File: config.mk
export PLATFORM = sky130hd
export DESIGN_NAME = mux8_arbiter
export DESIGN_NICKNAME = d
export VERILOG_FILES = /design/src/rtl/mux8_arbiter.sv
export SDC_FILE = /design/constraint.sdc
export NUM_CORES = 1
export LEC_CHECK = 0
export BUFFER_PORTS_ARGS = -buffer_cell sky130_fd_sc_hd__buf_2
export CAP_MARGIN = 20
export CORE_ASPECT_RATIO = 2
export CORE_MARGIN = 1
export CORE_UTILIZATION = 45
export CTS_CLUSTER_DIAMETER = 40
export DETAILED_ROUTE_END_ITERATION = 16
export PLACE_DENSITY = 0.71
export SLEW_MARGIN = 20
export SYNTH_ARGS = -nofsm -noshare
export SYNTH_HDL_FRONTEND = slang
export SYNTH_SLANG_ARGS = --single-unit
File: constraint.sdc
create_clock -name clk -period 5.1 [get_ports clk]
set_input_delay 0.51 -clock clk [delete_from_list [all_inputs] [get_ports clk]]
set_output_delay 0.51 -clock clk [all_outputs]
set_load 0.01 [all_outputs]
File: src/rtl/mux8_arbiter.sv
// -----------------------------------------------------------------------------
// mux8_arbiter
//   Round-robin arbiter and sequencer for a shared 8:1 multiplexed resource.
//   It grants one requester at a time and drives the mux select bits.
//   It re-arbitrates on the same edge that an owner releases, so there is no
//   dead cycle between owners. All outputs are registered.
//
//   Optional feature (compile-time macro MUX8_ARB_TIMEOUT_EN):
//     When the macro is defined, a hold counter limits each tenure to MAX_HOLD
//     cycles. On a forced release the arbiter pulses `timeout` for one cycle,
//     together with the next grant or with the return to IDLE.
//     When the macro is undefined, no counter is built and `timeout` is 0.
//
// Ports:
//   clk      in   1  system clock, rising edge
//   reset    in   1  asynchronous active-high reset
//   req      in   8  request vector, bit i = requester i wants the mux
//   grant    out  8  one-hot grant, zero when idle (registered)
//   valid    out  1  high while a grant is active (OR of grant)
//   sel0     out  1  owner index bit 0
//   sel1     out  1  owner index bit 1
//   sel2     out  1  owner index bit 2 (MSB)
//   timeout  out  1  one-cycle pulse on a forced release
//
// Parameters:
//   MAX_HOLD  maximum consecutive grant cycles per owner (1..255).
//             Only used with MUX8_ARB_TIMEOUT_EN.
// -----------------------------------------------------------------------------
module mux8_arbiter #(
  parameter int MAX_HOLD = 16
) (
  input  logic       clk,
  input  logic       reset,
  input  logic [7:0] req,
  output logic [7:0] grant,
  output logic       valid,
  output logic       sel0,
  output logic       sel1,
  output logic       sel2,
  output logic       timeout
);

  typedef enum logic {
    IDLE = 1'b0,
    BUSY = 1'b1
  } state_t;

  state_t     state;
  state_t     state_next;
  logic [2:0] ptr;
  logic [2:0] ptr_next;
  logic [2:0] owner;
  logic [2:0] owner_next;
  logic [7:0] grant_next;
  logic       valid_next;
  logic [7:0] cand;
  logic [3:0] pick;
  logic       forced;

  if (MAX_HOLD < 1 || MAX_HOLD > 255) begin : g_bad_max_hold
    $error("mux8_arbiter: MAX_HOLD must be in 1..255");
  end

  // Round-robin search: returns {found, index}.
  // The first set bit of r is searched at p, p+1, ..., p+7 (mod 8).
  function automatic logic [3:0] find_first(input logic [7:0] r, input logic [2:0] p);
    logic [3:0] res;
    logic [2:0] idx;
    res = 4'h0;
    for (int i = 0; i < 8; i++) begin
      idx = p + 3'(i);
      if (!res[3] && r[idx]) begin
        res = {1'b1, idx};
      end
    end
    return res;
  endfunction

  // Next-state, pointer and grant selection.
  always_comb begin
    state_next = state;
    ptr_next   = ptr;
    owner_next = owner;
    grant_next = grant;
    valid_next = valid;
    cand       = 8'h00;
    pick       = 4'h0;
    case (state)
      IDLE: begin
        cand = req;
        pick = find_first(cand, ptr);
        if (pick[3]) begin
          state_next = BUSY;
          owner_next = pick[2:0];
          grant_next = 8'h01 << pick[2:0];
          valid_next = 1'b1;
        end else begin
          // sel (owner) keeps its value so the mux output stays stable
          grant_next = 8'h00;
          valid_next = 1'b0;
        end
      end
      BUSY: begin
        if (!req[owner] || forced) begin
          // Release (voluntary or forced): the search starts after the owner.
          // The owner is masked out so a forced release cannot re-grant it.
          ptr_next = owner + 3'd1;
          cand     = req & ~(8'h01 << owner);
          pick     = find_first(cand, owner + 3'd1);
          if (pick[3]) begin
            owner_next = pick[2:0];
            grant_next = 8'h01 << pick[2:0];
            valid_next = 1'b1;
          end else begin
            state_next = IDLE;
            grant_next = 8'h00;
            valid_next = 1'b0;
          end
        end else begin
          grant_next = grant;
          valid_next = valid;
        end
      end
      default: begin
        state_next = IDLE;
        grant_next = 8'h00;
        valid_next = 1'b0;
      end
    endcase
  end

  // Arbiter state and registered outputs.
  always_ff @(posedge clk or posedge reset) begin
    if (reset) begin
      state <= IDLE;
      ptr   <= 3'd0;
      owner <= 3'd0;
      grant <= 8'h00;
      valid <= 1'b0;
    end else begin
      state <= state_next;
      ptr   <= ptr_next;
      owner <= owner_next;
      grant <= grant_next;
      valid <= valid_next;
    end
  end

  assign sel0 = owner[0];
  assign sel1 = owner[1];
  assign sel2 = owner[2];

`ifdef MUX8_ARB_TIMEOUT_EN
  localparam logic [7:0] HOLD_LIMIT = 8'(MAX_HOLD - 1);

  logic [7:0] hold_cnt;
  logic       timeout_q;

  // At the limit the owner has held MAX_HOLD cycles, so the next edge forces a release.
  assign forced = (state == BUSY) && req[owner] && (hold_cnt == HOLD_LIMIT);

  // Hold counter: cleared on every new grant, counts cycles while the same owner holds.
  always_ff @(posedge clk or posedge reset) begin
    if (reset) begin
      hold_cnt <= 8'd0;
    end else if (pick[3]) begin
      hold_cnt <= 8'd0;
    end else if (state_next == BUSY) begin
      hold_cnt <= hold_cnt + 8'd1;
    end else begin
      hold_cnt <= 8'd0;
    end
  end

  // Timeout pulse, registered with the grant that follows the forced release.
  always_ff @(posedge clk or posedge reset) begin
    if (reset) begin
      timeout_q <= 1'b0;
    end else begin
      timeout_q <= forced;
    end
  end

  assign timeout = timeout_q;
`else
  assign forced  = 1'b0;
  assign timeout = 1'b0;
`endif

endmodule

Word level (Yosys, flattened, before mapping)
Index checks and enable logic that the tools add are counted. Widths: inputs -> output; s select.

Add/subtract/negate cells: 15. Order comparisons: 17. Eq/ne operators: 3. Shift operators: 3. Multiplexer cells: 88. Bitwise logic cells: 4. Reductions and logical operators: 30.

Operators with widths (number): $mux 4 (40); $lt 3x4->1 const B (17); $bmux 1 s3 (17); $add 3x3->3 const B (8); $mux 8 (3); $shl 1x3->8 const A (3); $mux 1 (21); $pmux 8 s2 (1); $logic_and 1x1->1 (14); $logic_not 1->1 (14); $add 3x2->3 const B (4); $add 3x1->3 const B (3); $mux 3 (3); $and 8x8->8 (1); $not 8->8 (1); $pmux 3 s2 (1); $ne 2x2->1 const B (2); $pmux 1 s2 (2); $reduce_and 3->1 (1); $ne 2x1->1 const B (1); $not 1->1 (2); $reduce_and 2->1 (1).

Register bits after elaboration: 16. Bits of input ports: 10. Output and inout port bits: 13. Word-level logic and storage cells: 165.

Longest topological paths before layout
Gate-level depths: netlist of the first run.

Word-level depth: 47. Gate-level depth with buffers: 14. Gate-level depth less buffers: 11.

Worst setup path before layout of the first run
No wires, ideal clock.

Path type: reg-to-reg. Start: register owner[1]. End: register grant[6]. Library setup time: 126 ps. Data arrival time: 3421 ps. Required time: 4974 ps. Path slack: 1553 ps. Stages on the path, launching flop included: 13. Path buffers: 2. Clock period less this slack: 3547 ps. Cell sequence: dfrtp_1 ha_1 ha_1 buf_2 xnor2_1 mux4_2 or4_1 o311a_1 a211oi_2 o22a_2 buf_6 nor2_1 a221o_1.

Longest elaborated chain between the ends: 47. Elaborated cells on any way between the ends: 72. Those cells by class: add/sub: 8; eq/ne: 1; shift: 2; mux: 45; bitwise: 2; reduce/logical: 14.

Ends and longest elaborated chain: from (decl) (line 52) `logic [2:0] owner;`; from (signal assigned) (line 143) `owner <= owner_next;`; parallel branches: the longest is 47 deep, another holds $add 3x1->3; to (signal assigned) (line 144) `grant <= grant_next;`; to (decl) (line 35) `output logic [7:0] grant,`.

Parallel ways; which one is timed is not known. The select of a mux whose other input is x is not followed. A chain may end at the register's enable or synchronous reset.

Worst setup path after layout of the first run
Start: register ptr[0]. End: register grant[3].

Longest elaborated chain between the ends: 35. Elaborated cells on any way between the ends: 56. Those cells by class: add/sub: 7; shift: 1; mux: 34; reduce/logical: 14.

Ends and longest elaborated chain: from (decl) (line 50) `logic [2:0] ptr;`; from (signal assigned) (line 142) `ptr <= ptr_next;`; parallel branches: the longest is 30 deep, another holds $add 3x1->3; $mux 4 * (line 72) `if (!res[3] && r[idx]) begin`; $mux 4 * (line 88) `case (state)`; $shl 1x3->8 (line 95) `grant_next = 8'h01 << pick[2:0];`; $mux 8 * (line 92) `if (pick[3]) begin`; $pmux 8 s2 * (line 88).

Mark *: on every way between the ends. The select of a mux whose other input is x is not followed.

==> impl_metrics.yaml, run 1 <==
timing:
  setup_ws_ps: 801
  setup_viol: 0
  timing.final.crit_share_pct: 84.3
  rsz0062_at_grt: "no"
  clock-skew-final_ps: 1.18
  finalMaxSlewViolations: 0
  maxSlewHeadroom_pct: 49.3
  layout_min_cycle_time_ps: 4300
  hold_violations: 0
  max_clock_freq_ghz: 0.233
  worst_slew_pin_slew_ps: 739
  tns_ps: 0
worst_setup_path:
  crit_required_ps: 5230
  worst_setup_path_start_kind: "register"
  worst_r2r_endpoint: "grant[3]"
  timing.reg2reg.setup_slack_ps: 800
  critical_path_class: "register to register"
  worst_setup_path_startpoint: "ptr[0]"
  reg2reg_depth: 11
  critical_path.reg2reg.startpoint: "ptr[0]"
  path_max_fanout: 15
  cp-endpoint: "grant[3]"
  cp.arrival_ps: 4430
  critPathCaptureType: "register"
clocking:
  clock_sink_count: 16
  numCtsBuffers: 3
  cts_root_buffer: "sky130_fd_sc_hd__clkbuf_16"
  post-cts-setup-buffers: 0
  clock_pin_slew_on_the_worst_setup_and_hold_paths_ps: 50
  cts.repair.resized: 0
  htree_num_levels: 1
  insertion_delay_ps: 250
  cts_tree: "built"
  cts.path.max_buffers: 2
  cts_hold_repair.buffers: 0
synthesis:
  syn_area_per_cell_sq_um: 8.86
  post_synth_fa_ha_maj_area_fraction_pct: 4.50
  synth-warning-count: 0
  yosys_most_used_dff: "sky130_fd_sc_hd__dfrtp_1"
  ys_async_sr_fraction_pct: 100
  synth_cell_type_count: 72
  post_synth_and_or_nand_nor_area_fraction_pct: 17.4
  synth_edf_count: 0
  postSynthNetCount: 334
  post_synth_top_area_share_pct: 17.8
  synthesized_instance_count: 314
  mapped_cell_area_sq_mm: 0.00278
  largest_family_of_logic_cells_by_synthesized_area: "multiplexers"
  synth-seq-cells: 16
  synth.top_cells.by_area: "sky130_fd_sc_hd__mux4_2 18%, sky130_fd_sc_hd__dfrtp_1 14%, sky130_fd_sc_hd__mux2i_1 6.1%, sky130_fd_sc_hd__ha_1 4.5%, sky130_fd_sc_hd__o21ai_0 4.1%"
  synthDominantAreaCellType: "sky130_fd_sc_hd__mux4_2"
  synth_compound_gate_area_share_pct: 25.7
  yosysSeqAreaShare_pct: 14.4
  synth.area.mux_share_pct: 30.0
  yosys.area_share.xor_xnor_pct: 2.16
floorplanning:
  design.core.area_sq_mm: 0.00601
  die_area_sq_mm: 0.00652
  initial_core_utilization_pct: 46.3
  die_height_um: 113
  fp.dieW_um: 57.6
  std_cell_rows: 40
  pin_count: 23
detailed_routing:
  num_vias: 2779
  wire_per_inst_um: 21.9
  initialDrtViolationCount: 176
  totalWireLength_mm: 8.48
  first_pass_iters: 11
  postRouteAntennaNets: 0
  detail_route.drc_violations: 1
  routed_via_density: 7.18
global_route:
  global_route.usage.total_pct: 27.0
  grt_max_degree: 33
  grt_remaining_overflow: 0
  grt_first_pass_wirelength_mm: 13.6
  grt_antenna_before_repair: 0
  number_of_global_route_vias_before_repair: 2739
finish:
  fraction_of_final_layout_cells_with_drive_strength_greater_than_1_pct: 21.6
  final.fill_count: 580
  num_antenna_cells: 0
  seq_area_sq_um: 400
  syn_to_final_growth_pct: 6.56
  layout.nets: 346
  area_of_combinational_cells_with_multiple_inputs_sq_mm: 0.00222
min_path:
  min_path_type: "primary input to async pin"
placed_design:
  detailedPlacementHpwl_mm: 6.59
  port_buffers: 21
  placement.setup.worst_slack_ps: 891
  finalWeightedCongestion: 1.05
flow_run:
  maxCapViolCount: 0
outcome:
  failed_checks: "DRC"
  status: "complete, but fails checks"
==> cells in the mapped netlist, drive strengths merged, types with 4 or more instances <==
master / number
nand2: 29
nor2: 27
mux4: 24
o21ai: 24
mux2i: 17
dfrtp: 16
inv: 15
buf: 14
a21oi: 11
ha: 10
mux2: 10
nor2b: 8
o22ai: 7
a31oi: 6
nand2b: 6
a221oi: 5
a32oi: 4
nand3b: 4
==> worst min path at each step <==
| stage | slack (ps) | cells past startpoint | to |
|---|---|---|---|
| finish | 330 | 2 | grant[1] |
| global route | 390 | 2 | grant[7] |
| CTS | 360 | 2 | grant[7] |
| detailed placement | 470 | 1 | grant[7] |
| global placement | 470 | 1 | grant[7] |
| floorplan | 420 | 1 | grant[0] |
==> through the flow <==
stage / utilization, % / std cells / hold slack [ps] / instance area, sq um
6_report: 49.4 / 387 / 332 / 2970
5_1_grt: 49.4 / 387 / 387 / 2970
4_1_cts: 49.4 / 387 / 363 / 2970
3_5_place_dp: 48.1 / 384 / 471 / 2890
3_3_place_gp: 48.1 / 384 / 469 / 2890
2_1_floorplan: - / 314 / 424 / 2780
==> worst max-delay path: stages, from the launching register on <==
cell	delay [ps]
sky130_fd_sc_hd__dfrtp_1	760
sky130_fd_sc_hd__inv_1	270
sky130_fd_sc_hd__ha_1	540
sky130_fd_sc_hd__mux4_2	440
sky130_fd_sc_hd__inv_1	70
sky130_fd_sc_hd__o21ai_0	530
sky130_fd_sc_hd__nand2b_1	190
sky130_fd_sc_hd__o221ai_1	110
sky130_fd_sc_hd__a22o_1	260
sky130_fd_sc_hd__a21oi_1	560
sky130_fd_sc_hd__nor2b_1	110
sky130_fd_sc_hd__a221o_1	340
==> layer usage <==
metal  vias up  global-route usage, %  part of all wire (%)
li1       1254                      -                     -
met1      1366                   26.3                    34
met3        38                   1.71                   3.1
met5         -                      0                     0
met4         0                   15.6                   6.4
met2       121                   52.9                    56
==> registers in the layout, indices dropped and copies added, names as in the netlist <==
| name | cells |
|---|---|
| grant | 8 |
| valid | 1 |
| state | 1 |
| owner | 3 |
| ptr | 3 |
==> cell type report <==
| class | count | area share, % |
|---|---|---|
| Inverter | 16 | 2.03 |
| Tap cell | 63 | 2.66 |
| Multi-Input combinational cell | 265 | 75.0 |
| Clock buffer | 3 | 2.53 |
| Sequential cell | 16 | 13.5 |
| Timing Repair Buffer | 24 | 4.30 |
==> cell families (layout without fill, tap and decap cells) <==
group | count (synthesis) | in the layout
other | 1 | 1
and+or+nand+nor | 98 | 98
buffers and inverters | 33 | 43
AOI/OAI and AO/OA | 99 | 99
muxes | 51 | 51
DFF | 16 | 16
xor gates and xnor gates | 6 | 6
adders and majority gates | 10 | 10
==> placed cells by master (no fill, tap or decap), types with 5 or more instances in the layout <==
| cell type | instances |
|---|---|
| sky130_fd_sc_hd__a21oi_1 | 11 |
| sky130_fd_sc_hd__a221oi_1 | 5 |
| sky130_fd_sc_hd__a31oi_1 | 6 |
| sky130_fd_sc_hd__buf_2 | 21 |
| sky130_fd_sc_hd__dfrtp_1 | 16 |
| sky130_fd_sc_hd__ha_1 | 10 |
| sky130_fd_sc_hd__inv_1 | 15 |
| sky130_fd_sc_hd__mux2_2 | 9 |
| sky130_fd_sc_hd__mux2i_1 | 17 |
| sky130_fd_sc_hd__mux4_2 | 22 |
| sky130_fd_sc_hd__nand2_1 | 29 |
| sky130_fd_sc_hd__nand2b_1 | 6 |
| sky130_fd_sc_hd__nor2_1 | 27 |
| sky130_fd_sc_hd__nor2b_1 | 8 |
| sky130_fd_sc_hd__o21ai_0 | 23 |
| sky130_fd_sc_hd__o22ai_1 | 6 |
Power of run 1 is not shown: default switching activity piles up to over one toggle a cycle in this logic, so the estimate is an artifact.
==> inputs of run 2 (changes only) <==
Clock period 5.1 ns to 4.27 ns, I/O delays scaled along.
==> impl_metrics.yaml, run 2 (synthesis results as in run 1) <==
finish:
  syn_to_final_growth_pct: 9.49
  final.fill_count: 571
  commonest_non_fill_non_tap_cell_in_the_layout: "sky130_fd_sc_hd__nand2_1"
  stdcell_count: 396
  layout.nets: 354
  layout.cell_area.non_filler_sq_mm: 0.00305
  flip_flop_count_of_the_largest_register_all_copies_and_words_added: 8
  layout_top_registers: "grant (8), owner (3), ptr (3)"
  fraction_of_final_layout_cells_with_drive_strength_greater_than_1_pct: 24.0
  regMostFlops: "grant"
  num_antenna_cells: 0
  most-common-layout-cells: "29 x sky130_fd_sc_hd__nand2_1, 27 x sky130_fd_sc_hd__nor2_1, 23 x sky130_fd_sc_hd__o21ai_0"
timing:
  hold_violations: 0
  clock-skew-final_ps: 0.699
  rsz0062_at_grt: "no"
  max_clock_freq_ghz: 0.259
  timing.final.crit_share_pct: 90.2
  finalMaxSlewViolations: 0
  setup_viol: 0
  maxSlewHeadroom_pct: 52.0
  tns_ps: 0
  worst_slew_pin_slew_ps: 700
  layout_min_cycle_time_ps: 3850
outcome:
  failed_checks: "DRC"
  status: "complete, but fails checks"
floorplanning:
  fp.dieW_um: 57.6
  die_height_um: 113
  pin_count: 23
  initial_core_utilization_pct: 46.3
  design.core.area_sq_mm: 0.00601
  std_cell_rows: 40
  die_area_sq_mm: 0.00652
clocking:
  cts.path.max_buffers: 2
  clock_pin_slew_on_the_worst_setup_and_hold_paths_ps: 50
  cts_root_buffer: "sky130_fd_sc_hd__clkbuf_16"
  post-cts-setup-buffers: 0
  numCtsBuffers: 3
  clock_sink_count: 16
  cts_tree: "built"
  insertion_delay_ps: 250
  htree_num_levels: 1
detailed_routing:
  routed_via_density: 7.00
  first_pass_iters: 10
  postRouteAntennaNets: 0
  detail_route.drc_violations: 1
  totalWireLength_mm: 8.62
  num_vias: 2771
  wire_per_inst_um: 21.8
  initialDrtViolationCount: 198
worst_setup_path:
  critPathCaptureType: "register"
  critical_path_class: "register to register"
  cp.arrival_ps: 3990
  worst_setup_path_start_kind: "register"
  path_max_fanout: 27
  crit_required_ps: 4400
  timing.reg2reg.setup_slack_ps: 420
placed_design:
  placement.cell_area_sq_mm: 0.00295
  finalWeightedCongestion: 1.06
  placed_cells_incl_taps: 392
  port_buffers: 21
  detailedPlacementHpwl_mm: 6.74
global_route:
  grt_remaining_overflow: 0
  grt_first_pass_wirelength_mm: 13.8
  grt_antenna_before_repair: 0
  number_of_global_route_vias_before_repair: 2735
  grt_max_degree: 28
  global_route.usage.total_pct: 27.8
min_path:
  min_path_type: "primary input to async pin"
flow_run:
  maxCapViolCount: 0
## run 2: changes by cell type in the layout (fill, tap and decap cells not counted)
cell / previous run / this run
sky130_fd_sc_hd__xor2_2: 0 / 1
sky130_fd_sc_hd__xor2_1: 3 / 2
sky130_fd_sc_hd__buf_4: 3 / 11
sky130_fd_sc_hd__clkbuf_8: 0 / 1
## run 2: final cells by class
cell class	count	area, sq um	share of cell area [%]
multi-input combinational	265	2230	73.2
sequential	16	400	13.1
timing repair buffer	32	188	6.16
clock buffer	4	88.8	2.92
tap	63	78.8	2.59
inverter	16	60.1	1.97
## run 2: layer usage
layer	up-vias	track usage (%)	part of all wire, %
li1	1274	-	-
met1	1355	27.2	35
met2	109	54.3	56
met3	33	1.60	3.3
met4	0	16.1	5.8
met5	-	0	0
## run 2: repair_timing
action | in CTS | in global routing
resized for setup | 0 | 1
hold buffers | 0 | 0
setup endpoints to repair | 0 | 2
## run 2: worst paths after layout
| check | startpoint | endpoint | cells past startpoint |
|---|---|---|---|
| max | owner[0] | owner[2] | 9 |
| min | reset | grant[3] | 2 |
| min in group clk | grant[1] | grant[1] | 2 |
| min reg2reg | grant[1] | grant[1] | 2 |
| max in group asynchronous | reset | ptr[2] | 2 |
| max reg2reg | owner[0] | owner[2] | 9 |
## run 2: metrics by stage
| step | hold WS (ps) | util (%) | setup slack [ps] |
|---|---|---|---|
| global route | 304 | 50.7 | 163 |
| CTS | 273 | 50.6 | 334 |
| finish | 248 | 50.7 | 416 |
| floorplan | 341 | - | 723 |
| detailed placement | 485 | 49.1 | 362 |
| global placement | 475 | 49.1 | 388 |
## run 2: critical path, stage by stage, from the launching register on
cell                      delay [ps]
sky130_fd_sc_hd__dfrtp_1         430
sky130_fd_sc_hd__buf_4           350
sky130_fd_sc_hd__ha_1            350
sky130_fd_sc_hd__xor2_2          410
sky130_fd_sc_hd__mux4_1          750
sky130_fd_sc_hd__nor2_1          320
sky130_fd_sc_hd__and3_1          270
sky130_fd_sc_hd__a31oi_1         130
sky130_fd_sc_hd__o22ai_1         320
sky130_fd_sc_hd__mux2_2          390
Power of run 2 is left out for the same reason.
==> inputs of run 3 (changes only) <==
Clock period 4.27 ns to 4 ns, I/O delays scaled along.
==> impl_metrics.yaml, run 3 (synthesis results as in run 1) <==
clocking:
  insertion_delay_ps: 240
  clock_sink_count: 16
  cts.repair.resized: 0
  cts.path.max_buffers: 2
  post-cts-setup-buffers: 0
  cts_hold_repair.buffers: 0
  numCtsBuffers: 3
  htree_num_levels: 1
  clock_pin_slew_on_the_worst_setup_and_hold_paths_ps: 50
  cts_tree: "built"
  cts_root_buffer: "sky130_fd_sc_hd__clkbuf_16"
global_route:
  gr-usage-met1_pct: 25.5
  grt_busiest_layer: "met2"
  globalRouteMet3Util_pct: 1.49
  grt_max_degree: 24
  grt_remaining_overflow: 0
  global_route.usage.total_pct: 28.3
  grt_first_pass_wirelength_mm: 14.0
  grt_antenna_before_repair: 0
  grt.met2_usage_pct: 56.4
  number_of_global_route_vias_before_repair: 2826
placed_design:
  port_buffers: 21
  detailedPlacementHpwl_mm: 7.05
  placement.setup.worst_slack_ps: 358
  finalWeightedCongestion: 0.976
worst_setup_path:
  path_max_fanout: 11
  critical_path.reg2reg.startpoint: "owner[2]"
  worst_setup_path_start_kind: "register"
  critical_path_class: "register to register"
  critPathCaptureType: "register"
  crit_required_ps: 4180
  cp.arrival_ps: 3840
  worst_setup_path_startpoint: "owner[2]"
floorplanning:
  fp.dieW_um: 57.6
  die_height_um: 113
  pin_count: 23
  design.core.area_sq_mm: 0.00601
  initial_core_utilization_pct: 46.3
  std_cell_rows: 40
  die_area_sq_mm: 0.00652
finish:
  syn_to_final_growth_pct: 10.6
  most-common-layout-cells: "29 x sky130_fd_sc_hd__nand2_1, 27 x sky130_fd_sc_hd__nor2_1, 23 x sky130_fd_sc_hd__o21ai_0"
  final_core_util_pct: 51.2
  layout.nets: 359
  layout_top_registers: "grant (8), owner (3), ptr (3)"
  commonest_non_fill_non_tap_cell_in_the_layout: "sky130_fd_sc_hd__nand2_1"
  num_antenna_cells: 0
  flip_flop_count_of_the_largest_register_all_copies_and_words_added: 8
  regMostFlops: "grant"
  fraction_of_final_layout_cells_with_drive_strength_greater_than_1_pct: 25.2
detailed_routing:
  detail_route.drc_violations: 2
  first_pass_iters: 11
  totalWireLength_mm: 8.78
  routed_via_density: 6.94
  wire_per_inst_um: 21.9
  postRouteAntennaNets: 0
  num_vias: 2776
  initialDrtViolationCount: 142
timing:
  layout_min_cycle_time_ps: 3660
  maxSlewHeadroom_pct: 56.1
  timing.final.crit_share_pct: 91.5
  clock-skew-final_ps: 3.96
  finalMaxSlewViolations: 0
  setup_ws_ps: 340
  timing.hold.ws_ps: 213
  setup_viol: 0
  max_clock_freq_ghz: 0.273
  worst_slew_pin_slew_ps: 640
  hold_violations: 0
min_path:
  min_path_type: "primary input to async pin"
outcome:
  failed_checks: "DRC"
  status: "complete, but fails checks"
flow_run:
  maxCapViolCount: 0
[run 3: path summary, 6_finish.rpt]
check | endpoint | slack (ps) | depth (start not counted)
worst max-delay path | grant[2] | 340 | 11
worst max register to register | grant[2] | 340 | 11
min in group clk | grant[7] | 500 | 1
max in group asynchronous | valid | 3400 | 2
worst min-delay path | grant[5] | 210 | 2
worst min register to register | grant[7] | 500 | 1
[run 3: worst max-delay path, stage by stage (launching register included)]
cell,delay [ps]
sky130_fd_sc_hd__dfrtp_1,540
sky130_fd_sc_hd__inv_1,130
sky130_fd_sc_hd__ha_1,460
sky130_fd_sc_hd__xnor2_1,320
sky130_fd_sc_hd__buf_4,190
sky130_fd_sc_hd__mux4_2,620
sky130_fd_sc_hd__a311oi_1,350
sky130_fd_sc_hd__o21ai_0,180
sky130_fd_sc_hd__nand3_1,150
sky130_fd_sc_hd__and4_1,270
sky130_fd_sc_hd__nor3b_1,230
sky130_fd_sc_hd__a221o_1,150
[run 3: cell type report]
| type | count | area, sq um |
|---|---|---|
| Tap cell | 63 | 78.8 |
| Sequential cell | 16 | 400 |
| Fill cell | 571 | 2930 |
| Clock buffer | 3 | 75.1 |
| Inverter | 16 | 60.1 |
| Multi-Input combinational cell | 265 | 2240 |
| Timing Repair Buffer | 37 | 225 |
[run 3: per-layer routing]
layer  vias up  routed length [um]
met5         -                   0
met4         0                 548
met3        34                 221
met2        91                5160
met1      1373                2850
li1       1278                   -
[run 3: through the flow]
| stage | instance area [sq um] | TNS [ps] | cells |
|---|---|---|---|
| 3_5_place_dp | 2990 | 0 | 397 |
| 4_1_cts | 3060 | 0 | 400 |
| 6_report | 3080 | 0 | 400 |
| 3_3_place_gp | 2990 | 0 | 397 |
| 5_1_grt | 3080 | -2.54 | 400 |
| 2_1_floorplan | 2780 | 0 | 314 |
Power of run 3 is left out for the same reason.
